**src/rtl/arb4_pkg.sv**
```systemverilog
// Shared arbiter types: state encoding, sizing constants and the one-hot to index helper.
// Combinational only; no latency or backpressure.
package arb4_pkg;

  localparam int NREQ      = 4;
  localparam int IDW       = 2;
  localparam int TO_CYCLES = 16;
  localparam int TO_W      = 5;

  typedef enum logic [1:0] {
    ST_IDLE    = 2'd0,
    ST_GRANT   = 2'd1,
    ST_RELEASE = 2'd2
  } state_t;

  // w3..w0 -> y1,y0; a zero vector maps to index 0
  function automatic logic [IDW-1:0] oh2idx(input logic [NREQ-1:0] oh);
    return {oh[3] | oh[2], oh[3] | oh[1]};
  endfunction

endpackage

```
**src/rtl/rr_grant_enc.sv**
```systemverilog
// One-hot grant to 2-bit index encoder (y1 = g3|g2, y0 = g3|g1).
// Latency: combinational. Backpressure: none.
module rr_grant_enc
  import arb4_pkg::*;
(
  input  logic [NREQ-1:0] g,
  output logic [IDW-1:0]  y
);

  assign y[1] = g[3] | g[2];
  assign y[0] = g[3] | g[1];

endmodule

```
**src/rtl/rr_arbiter4.sv**
```systemverilog
// Round-robin arbiter for four requesters; optional forced release under ARB_TIMEOUT_EN.
// Latency: req to gnt 1 clk; 2 dead cycles between grants. Backpressure: grant held until owner releases.
module rr_arbiter4
  import arb4_pkg::*;
(
  input  logic            clk,
  input  logic            rst,
  input  logic [NREQ-1:0] req,
  input  logic [NREQ-1:0] done,
  output logic [NREQ-1:0] gnt,
  output logic            gnt_valid,
  output logic [IDW-1:0]  gnt_id,
  output logic            timeout
);

  state_t              state_q, state_d;
  logic [IDW-1:0]      ptr_q, ptr_d;
  logic [NREQ-1:0]     gnt_d;
  logic [2*NREQ-1:0]   req2;
  logic [NREQ-1:0]     rot;
  logic [IDW-1:0]      win_id;
  logic                win_vld;
  logic                owner_rel;
  logic                force_rel;

  rr_grant_enc u_enc (
    .g (gnt),
    .y (gnt_id)
  );

  assign gnt_valid = |gnt;
  assign owner_rel = done[gnt_id] | ~req[gnt_id];

  // Rotate so bit 0 of rot is the requester at ptr; lowest set bit wins.
  assign req2 = {req, req};
  assign rot  = req2[ptr_q +: NREQ];

  always_comb begin
    win_vld = 1'b0;
    win_id  = ptr_q;
    for (int j = NREQ - 1; j >= 0; j--) begin
      if (rot[j]) begin
        win_vld = 1'b1;
        win_id  = ptr_q + IDW'(j);
      end
    end
  end

`ifdef ARB_TIMEOUT_EN
  logic [TO_W-1:0] cnt_q;

  always_ff @(posedge clk or posedge rst) begin
    if (rst) begin
      cnt_q <= '0;
    end else if (state_q != ST_GRANT) begin
      cnt_q <= '0;
    end else begin
      cnt_q <= cnt_q + 1'b1;
    end
  end

  // An owner release in the same cycle takes precedence and suppresses the pulse
  assign force_rel = (cnt_q == TO_W'(TO_CYCLES - 1)) & ~owner_rel;
`else
  assign force_rel = 1'b0;
`endif

  assign timeout = (state_q == ST_GRANT) & force_rel;

  always_comb begin
    state_d = state_q;
    ptr_d   = ptr_q;
    gnt_d   = gnt;
    case (state_q)
      ST_IDLE: begin
        gnt_d = '0;
        if (win_vld) begin
          gnt_d   = NREQ'(1) << win_id;
          state_d = ST_GRANT;
        end
      end
      ST_GRANT: begin
        if (owner_rel | force_rel) begin
          gnt_d   = '0;
          ptr_d   = gnt_id + 1'b1;
          state_d = ST_RELEASE;
        end
      end
      ST_RELEASE: begin
        gnt_d   = '0;
        state_d = ST_IDLE;
      end
      default: begin
        gnt_d   = '0;
        state_d = ST_IDLE;
      end
    endcase
  end

  always_ff @(posedge clk or posedge rst) begin
    if (rst) begin
      state_q <= ST_IDLE;
      ptr_q   <= '0;
      gnt     <= '0;
    end else begin
      state_q <= state_d;
      ptr_q   <= ptr_d;
      gnt     <= gnt_d;
    end
  end

endmodule

```
**config.mk**
```make
export PLATFORM = sky130hd
export DESIGN_NAME = rr_arbiter4
export DESIGN_NICKNAME = d
export VERILOG_FILES = /design/src/rtl/arb4_pkg.sv /design/src/rtl/rr_grant_enc.sv /design/src/rtl/rr_arbiter4.sv
export SDC_FILE = /design/constraint.sdc
export NUM_CORES = 1
export LEC_CHECK = 0
export CORE_MARGIN = 2
export CORE_UTILIZATION = 30
export CTS_CLUSTER_SIZE = 10
export DETAILED_ROUTE_END_ITERATION = 16
export MAX_ROUTING_LAYER = met4
export PLACE_DENSITY = 0.54
export SYNTH_ARGS = -nofsm -noshare
export SYNTH_HDL_FRONTEND = slang
export SYNTH_SLANG_ARGS = --single-unit
```
**constraint.sdc**
```tcl
create_clock -name clk -period 3.3 [get_ports clk]
set_clock_uncertainty 0.05 [all_clocks]
set_input_delay 0.495 -clock clk [delete_from_list [all_inputs] [get_ports clk]]
set_output_delay 0.495 -clock clk [all_outputs]
set_load 0.02 [all_outputs]
```
==> out/results.tsv, run 1 <==
stage	metric	value	unit
run_status	outcome	completed	
cells_and_area	storage element area	200	um2
placed_design	Placed Area	684	um2
drt	WL per Instance	14.6	um
clocking	H-tree Lvls	1	
logic_synthesis	Post-Syn Area	512	um2
drt	Detailed Route WL	1250	um
clocking	TritonCTS buffer count	3	
placed_design	placer congestion estimate	0.801	
setup_path	Worst setup startpoint	gnt[2]$_DFFE_PP0P_	
sta	final hold slack	0.436	ns
cells_and_area	footprint of the multi-input gates	282	um2
setup_path	CP Cell Sequence	or2_4, or3_2, clkdlybuf4s50_1	
sta	Final Cycle Share	0.752	
clocking	clk buf depth	2	
setup_path	Critical Path Start Type	flop	
logic_synthesis	synthesized area per cell	9.84	um2
die	Core Area	1560	um2
logic_synthesis	syn_nets	62	
grt	vias in the first global route	471	
setup_path	Max FO, Critical Path	7	
cells_and_area	Fill cells	157	
sta	max frequency	0.403	GHz
logic_synthesis	Seq/Total Area, Yosys	0.391	
setup_path	WP data required	2.75	ns
logic_synthesis	Synth top area share	0.391	
logic_synthesis	multiplexer area fraction after synthesis	0.0440	
cells_and_area	share of layout cells above drive strength 1	0.143	
sta	max_slew headroom	0.658	
cells_and_area	Design Area, Final	707	um2
logic_synthesis	Compound-Gate Fraction of Synth Area	0.267	
setup_path	critical path class	flop to primary output	
die	Die X	45.3	um
clocking	CTS Hold Bufs	0	
sta	Slew Limit Fails	0	
setup_path	CP bufs+invs	1	
setup_path	CP Capture Type	primary output	
grt	first-pass GRT wire length	2060	um
die	starting density of the core	0.328	
cells_and_area	Diodes inserted	0	
grt	largest net degree at the start of global routing	9	
die	Die H	45.3	um
logic_synthesis	Synth cell types	28	
placed_design	Post-DP HPWL	994	um
cells_and_area	Layout area overhead	38.1	%
setup_path	RR Endpoint	ptr_q[0]$_DFFE_PP0P_	
logic_synthesis	main combinational cell family by area after synthesis	compound AO/OA/AOI/OAI gates	
setup_path	FF-to-FF setup slack	1.62	ns
setup_path	Reg2Reg Launch Point	gnt[2]$_DFFE_PP0P_	
die	Total Die Area	2050	um2
clocking	clk slew on worst S/H paths	0.05	ns
drt	Detailed Route Iter0 Violations	8	
grt	GRT overflow	0	
sta	final hold violations	0	
logic_synthesis	Area contributors post-synth	dfrtp_1 (39%), a32o_1 (7.8%), nor2b_1 (4.9%), inv_1 (4.4%), mux2_1 (4.4%)	
setup_path	crit path to	gnt_valid	
sta	RSZ-0062 raised after global routing	false	
die	num ports	18	
logic_synthesis	area leader, netlist	dfrtp_1	
pwr	Max IR drop VDD	0.403	mV
logic_synthesis	Adder-Cell Fraction of Synth Area	0	
drt	DR pass1 iterations	4	
pwr	power density cells	864	nW/um2
clocking	post-CTS sizing	0	
sta	Worst-Margin Slew	0.509	ns
logic_synthesis	Post-Synthesis Cells	52	
clocking	Post-CTS Repair Setup Buffers	0	
min_path	min-delay worst type	input port to async pin	
die	row cnt	14	
pwr	Leak Pwr	0.306	nW
drt	vias post-DR	459	
setup_path	Crit-path slowest cell	clkdlybuf4s50_1	
clocking	clock sinks	8	
cells_and_area	utilization after layout	0.453	
placed_design	port bufs	16	
logic_synthesis	xor and xnor area share after synthesis	0.0171	
clocking	CTS tree	done	
sta	setup_tns	0	ns
drt	via/cell ratio	5.34	
cells_and_area	most frequent cells in the layout	clkdlybuf4s50_1 (16), dfrtp_1 (8), inv_1 (6), nor2_1 (6)	
clocking	worst skew pair latency	0.25	ns
setup_path	Worst R2R Path Depth	4	
setup_path	critical path depth in cells	3	
sta	Period minus WS final	2.48	ns
grt	initial antenna violation count	0	
logic_synthesis	post-synthesis register bit count	8	
drt	drc violations	0	
drt	Antenna Nets Post-Route	0	
setup_path	CP arrival	1.94	ns
clocking	clock root cell	clkbuf_4	
grt	GRT Total Usage	0.147	
logic_synthesis	Syn. warnings	0	
cells_and_area	commonest non-fill, non-tap cell in the layout	clkdlybuf4s50_1	
cells_and_area	final net count	82	
logic_synthesis	simple-gate share of the synthesized area	0.215	
setup_path	Largest stage delay, worst path	0.55	ns
sta	endpoints failing setup	0	
setup_path	Crit path max-delay family	simple AND/OR/NAND/NOR gates	
job	number of max-cap violations	0	
==> worst reg2reg max path: cells and delay by family (launching register included) <==
| kind | cells | cell delay, ns |
|---|---|---|
| simple gates | 1 | 0.27 |
| flops | 1 | 0.46 |
| compound gates | 2 | 0.46 |
| mux | 1 | 0.32 |
==> through the flow <==
step / instances / power (mW) / setup slack [ns]
2_1_floorplan: 52 / 0.400 / 1.47
3_3_place_gp: 83 / 0.542 / 1.07
3_5_place_dp: 83 / 0.539 / 1.06
4_1_cts: 86 / 0.617 / 0.802
5_1_grt: 86 / 0.658 / 0.762
6_report: 86 / 0.611 / 0.819
==> registers in the layout (all words and copies together), names as in the netlist <==
name,cells
gnt,4
ptr_q,2
state_q,2
==> cell families after synthesis <==
group / count (synthesis)
compound gates: 15
flops: 8
buf+inv: 7
mux: 2
simple gates: 18
other cells: 1
xor+xnor: 1
==> layout make-up <==
cell class | count | area share
clock buffers | 3 | 0.0319
inverters | 6 | 0.0319
multi-input cells | 37 | 0.398
flip-flops and latches | 8 | 0.283
well taps | 16 | 0.0283
repair buffers | 16 | 0.227
==> power by group <==
group          switching, mW  total (mW)  internal, mW
Clock                 0.0326      0.0742        0.0416
Combinational          0.176       0.357         0.182
Sequential            0.0435       0.179         0.135
==> cell usage after synthesis <==
cell type / instances
nor3b_2: 1
a311oi_2: 1
conb_1: 1
o22ai_1: 1
nor3_1: 1
o311a_2: 1
or2_2: 1
mux2_1: 2
nor4_1: 1
a21oi_1: 1
buf_4: 1
o21ai_2: 1
nor2_1: 6
o211a_1: 1
a221o_1: 1
a211o_1: 1
dfrtp_1: 8
o22a_1: 1
nor2b_1: 4
or3_2: 1
a32o_1: 4
or2_4: 1
nand3b_1: 1
o211ai_1: 1
o21ai_0: 1
xnor2_1: 1
inv_1: 6
nor4b_1: 1
==> worst min path at each step <==
stage | start | end | slack (ns) | cells past startpoint
after floorplan | rst | gnt[0]$_DFFE_PP0P_ | 0.26 | 1
after global placement | gnt[0]$_DFFE_PP0P_ | gnt[0]$_DFFE_PP0P_ | 0.47 | 1
after detailed placement | gnt[0]$_DFFE_PP0P_ | gnt[0]$_DFFE_PP0P_ | 0.46 | 1
after CTS | rst | state_q[0]$_DFFE_PP0P_ | 0.44 | 2
after global routing | rst | state_q[0]$_DFFE_PP0P_ | 0.47 | 2
final | rst | state_q[0]$_DFFE_PP0P_ | 0.44 | 2
==> layer usage <==
layer | up-vias | wire length [um] | track usage
met5 | - | 0 | -
met4 | 0 | 0 | 0
met3 | 0 | 74 | 0.0600
met2 | 13 | 537 | 0.226
met1 | 216 | 639 | 0.194
li1 | 230 | - | -
Note: power is estimated with default switching activity, not from simulation.
==> run 2, diff against run 1 <==
Clock period 3.3 ns to 2.3 ns, I/O delays scaled along.
==> out/results.tsv, run 2 (same netlist as run 1, synthesis figures left out) <==
stage	metric	value	unit
run_status	outcome	completed	
cells_and_area	footprint of the multi-input gates	282	um2
cells_and_area	final net count	85	
grt	largest net degree at the start of global routing	9	
grt	GRT overflow	0	
pwr	Leak Pwr	0.333	nW
sta	Period minus WS final	1.91	ns
die	row cnt	14	
cells_and_area	Non-Filler Instances	89	
sta	setup_tns	0	ns
drt	Detailed Route WL	1270	um
setup_path	WP data required	1.90	ns
die	num ports	18	
setup_path	CP arrival	1.51	ns
clocking	Post-CTS Repair Setup Buffers	0	
cells_and_area	storage element area	200	um2
sta	max frequency	0.525	GHz
cells_and_area	Largest Register	gnt	
setup_path	Max FO, Critical Path	3	
drt	vias post-DR	468	
sta	endpoints failing setup	0	
cells_and_area	share of layout cells above drive strength 1	0.178	
clocking	clock root cell	clkbuf_4	
clocking	clock sinks	8	
sta	RSZ-0062 raised after global routing	false	
drt	drc violations	0	
drt	Antenna Nets Post-Route	0	
die	Die H	45.3	um
placed_design	placer congestion estimate	0.803	
drt	WL per Instance	14.3	um
sta	Slew Limit Fails	0	
die	starting density of the core	0.328	
grt	first-pass GRT wire length	2180	um
placed_design	dpl cells	86	
clocking	CTS Hold Bufs	0	
min_path	min-delay worst type	input port to async pin	
clocking	worst skew pair latency	0.25	ns
setup_path	RR Endpoint	ptr_q[0]$_DFFE_PP0P_	
grt	GRT Total Usage	0.155	
setup_path	Reg2Reg Launch Point	gnt[3]$_DFFE_PP0P_	
setup_path	Worst R2R Path Depth	5	
placed_design	port bufs	16	
die	Die X	45.3	um
grt	vias in the first global route	485	
pwr	Max IR drop VDD	0.737	mV
grt	initial antenna violation count	0	
cells_and_area	Layout area overhead	43.0	%
setup_path	Critical Path Start Type	flop	
cells_and_area	Top Registers	gnt x4, ptr_q x2, state_q x2	
clocking	clk buf depth	2	
cells_and_area	commonest non-fill, non-tap cell in the layout	clkdlybuf4s50_1	
placed_design	Post-DP HPWL	1020	um
setup_path	FF-to-FF setup slack	0.61	ns
cells_and_area	Largest register FFs	4	
cells_and_area	most frequent cells in the layout	clkdlybuf4s50_1 (15), dfrtp_1 (8), inv_1 (6), nor2_1 (6)	
clocking	TritonCTS buffer count	3	
setup_path	critical path class	flop to primary output	
clocking	post-CTS sizing	0	
drt	Detailed Route Iter0 Violations	5	
sta	Worst-Margin Slew	0.505	ns
setup_path	CP Capture Type	primary output	
die	Total Die Area	2050	um2
drt	via/cell ratio	5.26	
sta	final hold violations	0	
die	Core Area	1560	um2
cells_and_area	Diodes inserted	0	
sta	max_slew headroom	0.661	
clocking	clk slew on worst S/H paths	0.06	ns
clocking	CTS tree	done	
job	number of max-cap violations	0	
sta	Final Cycle Share	0.829	
clocking	H-tree Lvls	1	
cells_and_area	Fill cells	155	
drt	DR pass1 iterations	2	
pwr	power density cells	1240	nW/um2
run 2: changes by cell type in the layout (fill, tap and decap cells not counted), sizes merged:
cell | previous run | this run
clkdlybuf4s50 | 16 | 15
buf | 0 | 3
dlymetal6s2s | 0 | 1
run 2: where the power goes:
group / internal, mW / switching [mW] / total (mW)
Clock: 0.0599 / 0.0499 / 0.110
Sequential: 0.194 / 0.0495 / 0.244
Combinational: 0.283 / 0.269 / 0.552
Total: 0.537 / 0.368 / 0.905
run 2: how the worst max path moves through the flow:
| stage | cells after the start | end | slack [ns] | startpoint |
|---|---|---|---|---|
| 6_report | 3 | gnt_valid | 0.39 | gnt[3]$_DFFE_PP0P_ |
| 5_1_grt | 3 | gnt_valid | 0.32 | gnt[3]$_DFFE_PP0P_ |
| 4_1_cts | 3 | gnt_valid | 0.04 | gnt[3]$_DFFE_PP0P_ |
| 3_5_place_dp | 5 | ptr_q[1]$_DFFE_PP0P_ | 0.20 | req[0] |
| 3_3_place_gp | 5 | ptr_q[1]$_DFFE_PP0P_ | 0.21 | req[0] |
| 2_1_floorplan | 4 | ptr_q[0]$_DFFE_PP0P_ | 0.58 | gnt[2]$_DFFE_PP0P_ |
run 2: cell type report:
class | instances | area share
flip-flops and latches | 8 | 0.274
multi-input cells | 37 | 0.385
inverters | 6 | 0.0308
clock buffers | 3 | 0.0308
repair buffers | 19 | 0.253
well taps | 16 | 0.0274
run 2: worst max-delay path, cell delays in order (launching register included):
cell and delay [ns]:
dfrtp_1 0.38, or2_4 0.26, or3_2 0.40, dlymetal6s2s_1 0.22
run 2: metrics by stage:
step | instance area, um2 | total power [mW] | worst slack [ns] | util | hold slack, ns
after floorplan | 512 | 0.574 | 0.578 | - | 0.111
after global placement | 707 | 0.806 | 0.214 | 0.453 | 0.463
after detailed placement | 707 | 0.804 | 0.204 | 0.453 | 0.452
after CTS | 729 | 0.918 | 0.0379 | 0.468 | 0.296
after global routing | 732 | 0.975 | 0.323 | 0.470 | 0.327
final | 732 | 0.905 | 0.394 | 0.470 | 0.284
run 2: metal layers:
layer | part of all wire | wire length (um) | track usage | up-vias
met5 | 0 | 0 | - | -
met4 | 0 | 0 | 0 | 0
met3 | 0.049 | 62 | 0.0600 | 0
met2 | 0.49 | 620 | 0.249 | 12
met1 | 0.46 | 589 | 0.198 | 220
li1 | - | - | - | 236
